<file path="src/rtl/bj_resolve_predict_unit.sv">
// -----------------------------------------------------------------------------
// bj_resolve_predict_unit
//
// Branch/jump resolution for the EX stage, plus the branch history table (BHT)
// that the IF stage reads for its predictions.
//
//   * The compare and taken decision are combinational on the EX operands.
//   * PC_SEL_OUT, MISPREDICT and RESOLVE_VALID are registered, so they have
//     one cycle of latency.
//   * The BHT holds 2-bit saturating counters: 00 SNT, 01 WNT, 10 WT, 11 ST.
//     The prediction is the counter MSB. A counter trains only on a captured
//     conditional branch. Jumps never train it.
//   * On each clock edge: RESET > FLUSH > STALL > capture.
//
// Optional feature macro: BJ_STATS_EN
//   When defined, the block adds BR_COUNT and MISS_COUNT. These are
//   free-running resolve and mispredict counters that wrap modulo 2^32.
//   Only RESET clears them.
// -----------------------------------------------------------------------------
module bj_resolve_predict_unit #(
    parameter int         XLEN           = 32,
    parameter int         BHT_INDEX_BITS = 6,
    parameter logic [1:0] BHT_INIT       = 2'b01
) (
    input  logic            CLK,
    input  logic            RESET,
    input  logic            STALL,
    input  logic            FLUSH,
    input  logic            BJ_VALID,
    input  logic [2:0]      BRANCH_JUMP,
    input  logic [XLEN-1:0] DATA1,
    input  logic [XLEN-1:0] DATA2,
    input  logic [XLEN-1:0] EX_PC,
    input  logic            EX_PRED_TAKEN,
    input  logic [XLEN-1:0] LOOKUP_PC,
    output logic            LOOKUP_TAKEN,
    output logic            PC_SEL_OUT,
    output logic            MISPREDICT,
    output logic            RESOLVE_VALID
`ifdef BJ_STATS_EN
    ,
    output logic [31:0]     BR_COUNT,
    output logic [31:0]     MISS_COUNT
`endif
);

    localparam int BHT_ENTRIES = 1 << BHT_INDEX_BITS;

    // Encoding of the branch/jump field that the decoder delivers.
    typedef enum logic [2:0] {
        BJ_BEQ  = 3'b000,
        BJ_BNE  = 3'b001,
        BJ_NONE = 3'b010,
        BJ_JUMP = 3'b011,
        BJ_BLT  = 3'b100,
        BJ_BGE  = 3'b101,
        BJ_BLTU = 3'b110,
        BJ_BGEU = 3'b111
    } bj_code_e;

    bj_code_e code;
    assign code = bj_code_e'(BRANCH_JUMP);

    // ---------------------------------------------------------------------
    // Compare and taken decision
    // ---------------------------------------------------------------------
    logic eq;
    logic lt_signed;
    logic lt_unsigned;
    logic lt;
    logic taken;

    assign eq          = (DATA1 == DATA2);
    assign lt_signed   = ($signed(DATA1) < $signed(DATA2));
    assign lt_unsigned = (DATA1 < DATA2);
    // Codes 11x compare unsigned and codes 10x compare signed.
    assign lt          = BRANCH_JUMP[1] ? lt_unsigned : lt_signed;

    // Decode the actual branch outcome from the code and the compare flags.
    // NOTE: every output of an always_comb gets a default first, so a missing case arm cannot infer a latch.
    always_comb begin
        taken = 1'b0;
        unique case (code)
            BJ_BEQ:           taken = eq;
            BJ_BNE:           taken = !eq;
            BJ_BLT,  BJ_BLTU: taken = lt;
            BJ_BGE,  BJ_BGEU: taken = !lt;
            BJ_JUMP:          taken = 1'b1;
            BJ_NONE:          taken = 1'b0;
            default:          taken = 1'b0;
        endcase
    end

    // ---------------------------------------------------------------------
    // Edge qualification
    // ---------------------------------------------------------------------
    logic act;          // a real branch or jump sits in EX
    logic capture_en;   // this edge captures (neither flushed nor stalled)
    logic train_en;     // this edge trains the BHT
    logic miss_now;     // resolved outcome disagrees with the IF prediction

    assign act        = BJ_VALID && (code != BJ_NONE);
    assign capture_en = !FLUSH && !STALL;
    assign train_en   = capture_en && act && (code != BJ_JUMP);
    assign miss_now   = (taken != EX_PRED_TAKEN);

    // ---------------------------------------------------------------------
    // Registered resolve outputs
    // ---------------------------------------------------------------------
    // A flush clears the result, a stall holds it, otherwise EX is captured.
    // NOTE: sequential state uses non-blocking assignments only, so every flop samples pre-edge values.
    always_ff @(posedge CLK or negedge RESET) begin
        if (!RESET) begin
            PC_SEL_OUT    <= 1'b0;
            MISPREDICT    <= 1'b0;
            RESOLVE_VALID <= 1'b0;
        end else if (FLUSH) begin
            PC_SEL_OUT    <= 1'b0;
            MISPREDICT    <= 1'b0;
            RESOLVE_VALID <= 1'b0;
        end else if (!STALL) begin
            PC_SEL_OUT    <= act && taken;
            MISPREDICT    <= act && miss_now;
            RESOLVE_VALID <= act;
        end
    end

    // ---------------------------------------------------------------------
    // Branch history table
    // ---------------------------------------------------------------------
    logic [1:0]                bht [BHT_ENTRIES];
    logic [BHT_INDEX_BITS-1:0] ex_idx;
    logic [BHT_INDEX_BITS-1:0] lookup_idx;
    logic [1:0]                cnt_cur;
    logic [1:0]                cnt_next;

    // The word-aligned PC bits just above the byte offset select the entry.
    // Aliasing between PCs that share these bits is accepted.
    assign ex_idx     = EX_PC[BHT_INDEX_BITS+1:2];
    assign lookup_idx = LOOKUP_PC[BHT_INDEX_BITS+1:2];

    // IF reads the table combinationally. A same-cycle update is visible only
    // from the next cycle.
    assign LOOKUP_TAKEN = bht[lookup_idx][1];

    // Saturating increment on taken and saturating decrement on not taken.
    always_comb begin
        cnt_cur  = bht[ex_idx];
        cnt_next = cnt_cur;
        if (taken) begin
            if (cnt_cur != 2'b11) cnt_next = cnt_cur + 2'd1;
        end else begin
            if (cnt_cur != 2'b00) cnt_next = cnt_cur - 2'd1;
        end
    end

    // Reset every counter to its initial state, then train on captured
    // conditional branches.
    // NOTE: the table is built from flops, not a RAM macro, so it can take the async reset like any other state.
    always_ff @(posedge CLK or negedge RESET) begin
        if (!RESET) begin
            for (int i = 0; i < BHT_ENTRIES; i++) begin
                bht[i] <= BHT_INIT;
            end
        end else if (train_en) begin
            bht[ex_idx] <= cnt_next;
        end
    end

    // The PC bits outside the index field are deliberately ignored.
    logic unused_pc_bits;
    assign unused_pc_bits = ^{EX_PC[XLEN-1:BHT_INDEX_BITS+2], EX_PC[1:0],
                              LOOKUP_PC[XLEN-1:BHT_INDEX_BITS+2], LOOKUP_PC[1:0]};

`ifdef BJ_STATS_EN
    // ---------------------------------------------------------------------
    // Resolve statistics
    // ---------------------------------------------------------------------
    logic [31:0] br_count_q;
    logic [31:0] miss_count_q;

    // Count resolves and mispredicts on capture edges only. Both counters
    // wrap modulo 2^32.
    always_ff @(posedge CLK or negedge RESET) begin
        if (!RESET) begin
            br_count_q   <= '0;
            miss_count_q <= '0;
        end else if (capture_en) begin
            br_count_q   <= br_count_q + 32'(act);
            miss_count_q <= miss_count_q + 32'(act && miss_now);
        end
    end

    assign BR_COUNT   = br_count_q;
    assign MISS_COUNT = miss_count_q;
`endif

endmodule

</file>
<file path="config.mk">
export PLATFORM = sky130hd
export DESIGN_NAME = bj_resolve_predict_unit
export DESIGN_NICKNAME = d
export VERILOG_FILES = /design/src/rtl/bj_resolve_predict_unit.sv
export SDC_FILE = /design/constraint.sdc
export NUM_CORES = 1
export LEC_CHECK = 0
export ABC_AREA = 1
export BUFFER_PORTS_ARGS = -buffer_cell sky130_fd_sc_hd__buf_2
export CAP_MARGIN = 5
export CORE_MARGIN = 3
export CORE_UTILIZATION = 52
export CTS_CLUSTER_DIAMETER = 150
export DETAILED_ROUTE_END_ITERATION = 6
export PLACE_DENSITY = 0.75
export RECOVER_POWER = 50
export SLEW_MARGIN = 20
export SYNTH_ARGS = -nofsm -noshare
export SYNTH_HDL_FRONTEND = slang
export SYNTH_SLANG_ARGS = --single-unit
</file>
<file path="constraint.sdc">
create_clock -name CLK -period 2.7 [get_ports CLK]
set_input_delay 0.54 -clock CLK [delete_from_list [all_inputs] [get_ports CLK]]
set_output_delay 0.54 -clock CLK [all_outputs]
set_load 0.01 [all_outputs]
</file>
==> out/qor.yml <==
global_routing:
  grt_usage_pct: 29.1
  grt_overflow: 0
  grt_pass1_vias: 8467
  grt_max_degree: 52
  grt_pass1_wl_mm: 41.5
  antenna_found_initial: 0
routing:
  drt_iter0_drc: 788
  first_pass_iters: 6
  vias_per_cell: 5.29
  drc: 0
  via_count: 8732
  routedWlPerCell_um: 15.3
  ant_nets: 0
  wl_mm: 25.2
sta:
  finalHoldViolCount: 0
  rsz0062_at_grt: "false"
  slew_viol_final: 38
  whs_ns: 0.408
  fin_ws_ns: 0.0425
  fin_worst_skew_ns: 0.00986
  period_minus_slack_ns: 2.66
  slew_headroom_pct: -45.9
  fmax_ghz: 0.376
  worstMarginPinSlew_ns: 2.19
  fin_crit_sh_pct: 98.4
  setup_violations: 0
synth:
  syn_inst: 1307
  yosysSeqAreaShare_pct: 39.4
  ys.flop_type: "dfrtp_1"
  yosys_warnings: 0
  synth.cell_area_mm2: 0.00851
  post_synth.cell_area_avg_um2: 6.51
  ys_ff_latch: 131
  synth_edf_count: 0
  yosysUniqueCellTypes: 35
  synth_nets: 1476
  synthArstFlopShare_pct: 100
power_and_ir_drop:
  power.density_mw_per_mm2: 502
  p_leak_nw: 5.17
  ir_drop_v: 0.000457
clock_tree:
  clockBufferDepth: 2
  htreeDepth: 4
  cts-hold-fix-buffers: 0
  numCtsBuffers: 17
  cts_sinks: 131
  worstSkewPairLatency_ns: 0.43
  clock_tree.root_cell: "clkbuf_16"
  clk_pin_slew_worst_paths_ns: 0.05
  cts_tree: "yes"
run_status:
  violations: "max-capacitance violations, max-slew violations"
  status: "complete, but fails checks"
layout:
  instances_no_fill: 1652
  layout.nets: 1592
  drive_gt1_share_pct: 17.8
  area_delta_synth_final_pct: 18.7
  fin_area_mm2: 0.0101
  n_antenna_cell: 0
  final_core_util_pct: 63.4
place:
  gp_congestion: 0.942
  placed_cell_area_mm2: 0.00947
  dpl.hpwl_mm: 18.2
  place_ws_ns: -0.0672
  dp_cells: 1618
  io_buffers: 88
floorplan:
  start_util_pct: 53.4
  die_w_um: 134
  dieArea_mm2: 0.0179
  ios: 141
  rows: 46
  die_h_um: 134
  core_mm2: 0.0159
setup_path:
  required_ns: 2.16
  worstSetupPathType: "in2out"
  cp-start-kind: "input port"
  critPathArrivalTime_ns: 2.12
  endpoint_kind: "output port"
  cp_max_fo: 9
worst_hold_path:
  hold_class: "in2reg"
job:
  drv_cap: 1
## cells in the mapped netlist, drive strengths merged, types with 2 or more instances
master,instances,area [um2]
nand3b,4,30.0
buf,24,158
a21oi,49,245
a211oi,5,37.5
inv,173,649
dfrtp,67,1680
dfstp,64,1680
nand3,21,135
clkbuf,19,71.3
nand2,634,2380
clkinv,2,7.51
a22oi,5,37.5
nor3,55,275
nand4,2,12.5
o22ai,4,25.0
nor2,71,267
o21ai,62,310
o211ai,3,22.5
ha,32,400
o221ai,2,17.5
or2,2,12.5
## area by class of cell
| cell class | count | area (um2) |
|---|---|---|
| sequential | 131 | 3360 |
| clock inverter | 10 | 133 |
| tap | 216 | 270 |
| clock buffer | 22 | 464 |
| multi-input combinational | 958 | 4290 |
| inverter | 175 | 661 |
| timing repair buffer | 140 | 933 |
| fill | 1414 | 5840 |
## critical path: stages
cell and delay (ns):
buf_2 0.12, inv_1 0.09, buf_12 0.15, buf_4 0.15, o21ai_0 0.18, a21oi_1 0.08, a211oi_1 0.29, o221ai_1 0.15
o211ai_1 0.10, nand2_1 0.10, buf_2 0.15
## power breakdown
part | switching, W | leakage, nW | internal, W
Sequential | 0.0000248 | 1.60 | 0.00204
Clock | 0.000878 | 0.286 | 0.00149
Combinational | 0.000408 | 3.28 | 0.000232
## per-layer routing
| metal | share of wire, % | vias up | GRT usage (%) |
|---|---|---|---|
| li1 | - | 4250 | - |
| met1 | 41 | 4007 | 37.8 |
| met2 | 47 | 401 | 46.9 |
| met3 | 8.2 | 74 | 6.38 |
| met4 | 3.6 | 0 | 12.9 |
| met5 | 0 | - | 0 |
## state kept, by name (all words and copies together), names as in the netlist
| name | flops |
|---|---|
| PC_SEL_OUT | 1 |
| MISPREDICT | 1 |
| RESOLVE_VALID | 1 |
| bht | 128 |
## logic make-up after synthesis
family | count (synthesis) | synth area share, %
buf+inv | 218 | 10.4
simple gates | 789 | 36.6
flops | 131 | 39.4
compound gates | 137 | 8.85
fa+ha+maj | 32 | 4.70
## path summary, 6_finish.rpt
kind	start	to	slack (ns)	cells past startpoint
worst min-delay path	FLUSH	MISPREDICT$_DFFE_PN0P_	0.41	4
worst min register to register	bht[12]$_DFFE_PN1P_	bht[12]$_DFFE_PN1P_	0.47	2
min in group asynchronous	RESET	bht[107]$_DFFE_PN0P_	0.76	1
worst max register to register	bht[113]$_DFFE_PN0P_	bht[91]$_DFFE_PN0P_	0.60	17
worst max-delay path	LOOKUP_PC[2]	LOOKUP_TAKEN	0.04	11
max in group asynchronous	RESET	bht[113]$_DFFE_PN0P_	0.35	2
## timing repair
action	4_1_cts	5_1_grt
pin swaps	0	1
resized for setup	1	10
buffers inserted	2	0
endpoints found under the setup margin	1	1
## placed cells by master, fill, tap and decap left out, types with 3 or more instances in the layout
cell	instances
nor2_1	71
o211ai_1	3
nand3_1	15
buf_2	85
clkinv_2	4
nor3_1	54
ha_1	32
o21ai_1	18
dfstp_2	64
o21ai_0	44
nand3_2	6
nand2_1	632
bufinv_16	3
nand3b_1	4
o22ai_1	4
buf_12	8
inv_2	12
clkbuf_1	5
a21oi_1	49
inv_1	160
dfrtp_1	67
buf_4	41
clkinvlp_4	4
a22oi_1	5
clkbuf_16	17
a211oi_1	4
## stage by stage
stage | TNS (ns) | power [W]
global route | 0 | 0.00525
detailed placement | -0.0790 | 0.00272
CTS | 0 | 0.00508
floorplan | 0 | 0.00242
global placement | -0.0600 | 0.00271
finish | 0 | 0.00507
Power figures use the tool's default switching activity.
